**config.mk**
```make
export PLATFORM = sky130hd
export DESIGN_NAME = serial_tx_arbiter
export DESIGN_NICKNAME = d
export VERILOG_FILES = /design/src/rtl/serial_tx_arbiter.sv
export SDC_FILE = /design/constraint.sdc
export NUM_CORES = 1
export LEC_CHECK = 0
export ABC_CLOCK_PERIOD_IN_PS = 3880
export BUFFER_PORTS_ARGS = -buffer_cell sky130_fd_sc_hd__buf_2
export CAP_MARGIN = 20
export CORE_MARGIN = 2
export CORE_UTILIZATION = 52
export DETAILED_ROUTE_END_ITERATION = 6
export PLACE_DENSITY = 0.82
export SYNTH_ARGS = -nofsm -noshare
export SYNTH_HDL_FRONTEND = slang
export SYNTH_SLANG_ARGS = --single-unit
```
**constraint.sdc**
```tcl
create_clock -name clk12 -period 3.88 [get_ports clk12]
set_clock_uncertainty 0.15 [all_clocks]
set_input_delay 0.97 -clock clk12 [delete_from_list [all_inputs] [get_ports clk12]]
set_output_delay 0.97 -clock clk12 [all_outputs]
set_load 0.1 [all_outputs]
```
**src/rtl/serial_tx_arbiter.sv**
```systemverilog
// Round-robin arbiter granting one of four byte sources to a serial transmitter,
// holding the owner until its packet ends, the frame drains and the idle gap expires.
module serial_tx_arbiter #(
  parameter int GAP_CYCLES = 12,
  parameter int MAX_LEN    = 64
) (
  input  logic        clk12,
  input  logic        rst_n,
  input  logic [3:0]  src_req,
  input  logic [31:0] src_data,
  input  logic [3:0]  src_valid,
  input  logic [3:0]  src_last,
  output logic [3:0]  src_ready,
  output logic [7:0]  sbyte,
  output logic        sbyte_rdy,
  input  logic        ack,
  input  logic        end_of_send,
  output logic [1:0]  grant,
  output logic        grant_valid,
  output logic        len_err
);

  localparam int GW = (GAP_CYCLES > 0) ? $clog2(GAP_CYCLES + 1) : 1;

  typedef enum logic [1:0] {IDLE, SEND, DRAIN, GAP} state_t;

  state_t        r_state;
  logic [1:0]    r_grant;
  logic [1:0]    r_last_grant;
  logic          r_grant_valid;
  logic [7:0]    r_len_cnt;
  logic [GW-1:0] r_gap_cnt;

  logic [7:0]    w_src_byte [4];
  logic [1:0]    w_winner;
  logic          w_send;
  logic          w_take;
  logic          w_len_hit;
  logic          w_sel_last;

  generate
    for (genvar gi = 0; gi < 4; gi++) begin : g_byte
      assign w_src_byte[gi] = src_data[8*gi +: 8];
    end
  endgenerate

  // Scan downward so the last hit is the nearest requester after last_grant.
  always_comb begin
    logic [1:0] cand;
    cand     = 2'd0;
    w_winner = 2'd0;
    for (int k = 4; k >= 1; k--) begin
      cand = r_last_grant + 2'(k);
      if (src_req[cand]) w_winner = cand;
    end
  end

  assign w_send     = (r_state == SEND);
  assign w_take     = w_send & ack;
  assign w_sel_last = src_last[r_grant];
  assign w_len_hit  = (({1'b0, r_len_cnt} + 9'd1) == 9'(MAX_LEN));

  assign sbyte       = w_send ? w_src_byte[r_grant] : 8'h00;
  assign sbyte_rdy   = w_send & src_valid[r_grant];
  assign src_ready   = w_take ? (4'b0001 << r_grant) : 4'b0000;
  assign len_err     = w_take & ~w_sel_last & w_len_hit;
  assign grant       = r_grant;
  assign grant_valid = r_grant_valid;

  always_ff @(posedge clk12 or negedge rst_n) begin
    if (!rst_n) begin
      r_state       <= IDLE;
      r_grant       <= 2'd0;
      r_last_grant  <= 2'd3;
      r_grant_valid <= 1'b0;
      r_len_cnt     <= 8'd0;
      r_gap_cnt     <= '0;
    end else begin
      case (r_state)
        IDLE: begin
          if (|src_req) begin
            r_grant       <= w_winner;
            r_last_grant  <= w_winner;
            r_grant_valid <= 1'b1;
            r_len_cnt     <= 8'd0;
            r_state       <= SEND;
          end else begin
            r_grant_valid <= 1'b0;
          end
        end
        SEND: begin
          // end_of_send here belongs to an earlier byte and is deliberately ignored.
          if (ack) begin
            r_len_cnt <= r_len_cnt + 8'd1;
            if (w_sel_last || w_len_hit) r_state <= DRAIN;
          end
        end
        DRAIN: begin
          if (end_of_send) begin
            r_grant_valid <= 1'b0;
            if (GAP_CYCLES == 0) begin
              r_state <= IDLE;
            end else begin
              r_gap_cnt <= GW'(GAP_CYCLES);
              r_state   <= GAP;
            end
          end
        end
        GAP: begin
          r_gap_cnt <= r_gap_cnt - GW'(1);
          if (r_gap_cnt <= GW'(1)) r_state <= IDLE;
        end
        default: r_state <= IDLE;
      endcase
    end
  end

endmodule

```
==> metrics.txt <==
die area 3420 sq um; CTS tree yes; CP required 2760 ps; top post-synthesis cells by area dfrtp_1, mux4_2, ha_1; Worst path slowest cell buf_2; CTS Hold Buffers Added 0; Arrival @ worst endpoint 2340 ps; final worst path period share 0.893; Skew-Pair Late Insertion Delay 300 ps; FMAX 289 MHz; Clock Pin Slew Worst Setup and Hold Paths 110 ps; area of the multi-input gates 1010 sq um; RSZ-0062 raised after global routing no; top cell family by delay on the critical path simple AND/OR/NAND/NOR gates; pwr dens 813 nW/um^2; # IOs 65; clk root buf clkbuf_4; Most used DFF post-synth dfrtp_1; layout cells sized above 1 0.396; Slew @ Worst Pin 747 ps; First DRT Iteration DRCs 48; routed length per instance 14.6 microns; final hold violation count 0; port bufs 64; EDFF count, synth 0; clk buf depth 2; Post-Place Cell Area 1890 sq um; Synth async-reset ratio 1.00; post-DP HPWL 3.06 mm; initial antenna violation count 0; Routed Antenna Nets 0; pin count of the biggest net entering global routing 20; Core Rows 19; Post-Place Worst Slack 553 ps; peak supply drop 734 uV; Mapped Nets 222; Layout Area Growth over Synthesis 24.0%; final instance area 1910 sq um; post-synth top area cell dfrtp_1; relative slew slack 0.502; Final #Nets 283; synthesized area per cell 9.24 sq um; final wirelength 3.77 mm; Synth warnings 0; CP peak stage delay 480 ps; TritonCTS Buffers 3; sequential share of the synthesized area 0.310; routed vias/inst 5.80; Yosys reg bits 19; core area 2780 sq um; startpoint types flop; worst setup margin 415 ps; Hold Crit Class reg -> reg; ANT cells 0; Fin Setup TNS 0 ps; crit path kind reg -> out; GRT Util Overall 0.237; Leak 0.000933 uW; CP max FO 15; placer's final routability congestion estimate 0.861; Setup Viol. Count Final 0; max-cap violation count 0; Die Ht 58.5 microns; crit path cell chain inv_1 -> ha_1 -> nand2_1 -> nor4_2 -> buf_2; routed via count 1497; Initial Util 0.555; FF/Latch Area 478 sq um; CTS Sinks 19; share of the synthesized area in the top cell type 0.276; CTS H-tree lvls 1; # DRC 0; Fillers 247; die width 58.5 microns; CP Capture Type output pin; minimum clock period 3460 ps; outcome complete, no violations; vias in the first global route 1400; first-pass GRT wire length 6.22 mm; Post-CTS Setup Inserts 0; First-pass DRT Iterations 4; Resize count post-CTS 0; Mapped Area 1540 sq um; fin. max-slew vios 0; Buf+Inv Stages, Crit Path 2; count of different cell masters after synthesis 43; post-synthesis cell count 167; GR Overflow Total 0
final cells by class:
type | instances | share of cell area
clock inverter | 1 | 0.00262
timing repair buffer | 64 | 0.167
tap | 31 | 0.0203
multi-input combinational | 131 | 0.530
inverter | 9 | 0.0177
clock buffer | 3 | 0.0118
sequential | 19 | 0.250
final timing paths:
check / from / endpoint / slack [ps] / cells after the start
setup / recovery: r_state[1] / len_err / 420 / 5
setup reg to reg: grant[1] / r_state[1] / 1480 / 5
min in group asynchronous: rst_n / r_state[1] / 450 / 1
hold reg to reg: r_len_cnt[7] / r_len_cnt[7] / 350 / 1
max in group asynchronous: rst_n / r_last_grant[1] / 2800 / 1
hold / removal: r_len_cnt[7] / r_len_cnt[7] / 350 / 1
registers in the layout, summed over array words and instances (netlist names):
signal        count
r_state           2
grant_valid       1
r_last_grant      2
r_gap_cnt         4
grant             2
r_len_cnt         8
cells in the mapped netlist, drive strengths merged, types with 3 or more instances:
cell,n
a21boi,3
a21oi,10
a22o,3
and2,10
buf,5
clkbuf,3
dfrtp,17
ha,7
inv,9
mux2i,3
mux4,9
nand2,18
nand2b,4
nand3,9
nor2,9
nor3,3
o21ai,17
o22ai,3
or3,3
kinds of logic after synthesis:
kind of cell,count (synthesis),share of synthesized area
and+or+nand+nor,65,0.220
AOI/OAI and AO/OA,44,0.191
DFF,19,0.310
adders and majority gates,7,0.0568
muxes,14,0.168
buffers and inverters,17,0.0487
xor gates and xnor gates,1,0.00568
where the power goes:
group / total, uW / switching (uW) / internal [uW] / leakage (uW)
registers: 402 / 130 / 272 / 0.000236
clock network: 99.8 / 61.4 / 38.4 / 0.0000177
logic: 1050 / 712 / 340 / 0.000679
total: 1550 / 904 / 651 / 0.000933
cells in the final DEF, fill, tap and decap left out, drive strengths merged, types with 2 or more instances in the layout:
master   count
a2111oi      2
a21boi       3
a21oi       10
a22o         3
and2        10
and4         2
buf         64
clkbuf       3
dfrtp       17
dfstp        2
ha           7
inv          9
mux2         2
mux2i        3
mux4         9
nand2       18
nand2b       4
nand3        9
nor2         9
nor2b        2
nor3         3
nor4         2
o21ai       17
o22ai        3
or3          3
per-layer routing:
layer  wire (microns)  track usage  up-vias
li1                 -            -      730
met1             1500        0.286      695
met2             1920        0.438       66
met3              304       0.0352        6
met4               44       0.0631        0
met5                0            0        -
metrics by stage:
stage	util	hold WS [ps]	cells	power, uW
3_3_place_gp	0.678	326	254	1430
5_1_grt	0.688	398	258	1660
4_1_cts	0.688	357	258	1560
3_5_place_dp	0.678	341	254	1460
6_report	0.688	350	258	1550
2_1_floorplan	-	302	167	1280
No activity file was read; power rests on OpenSTA's default activity.
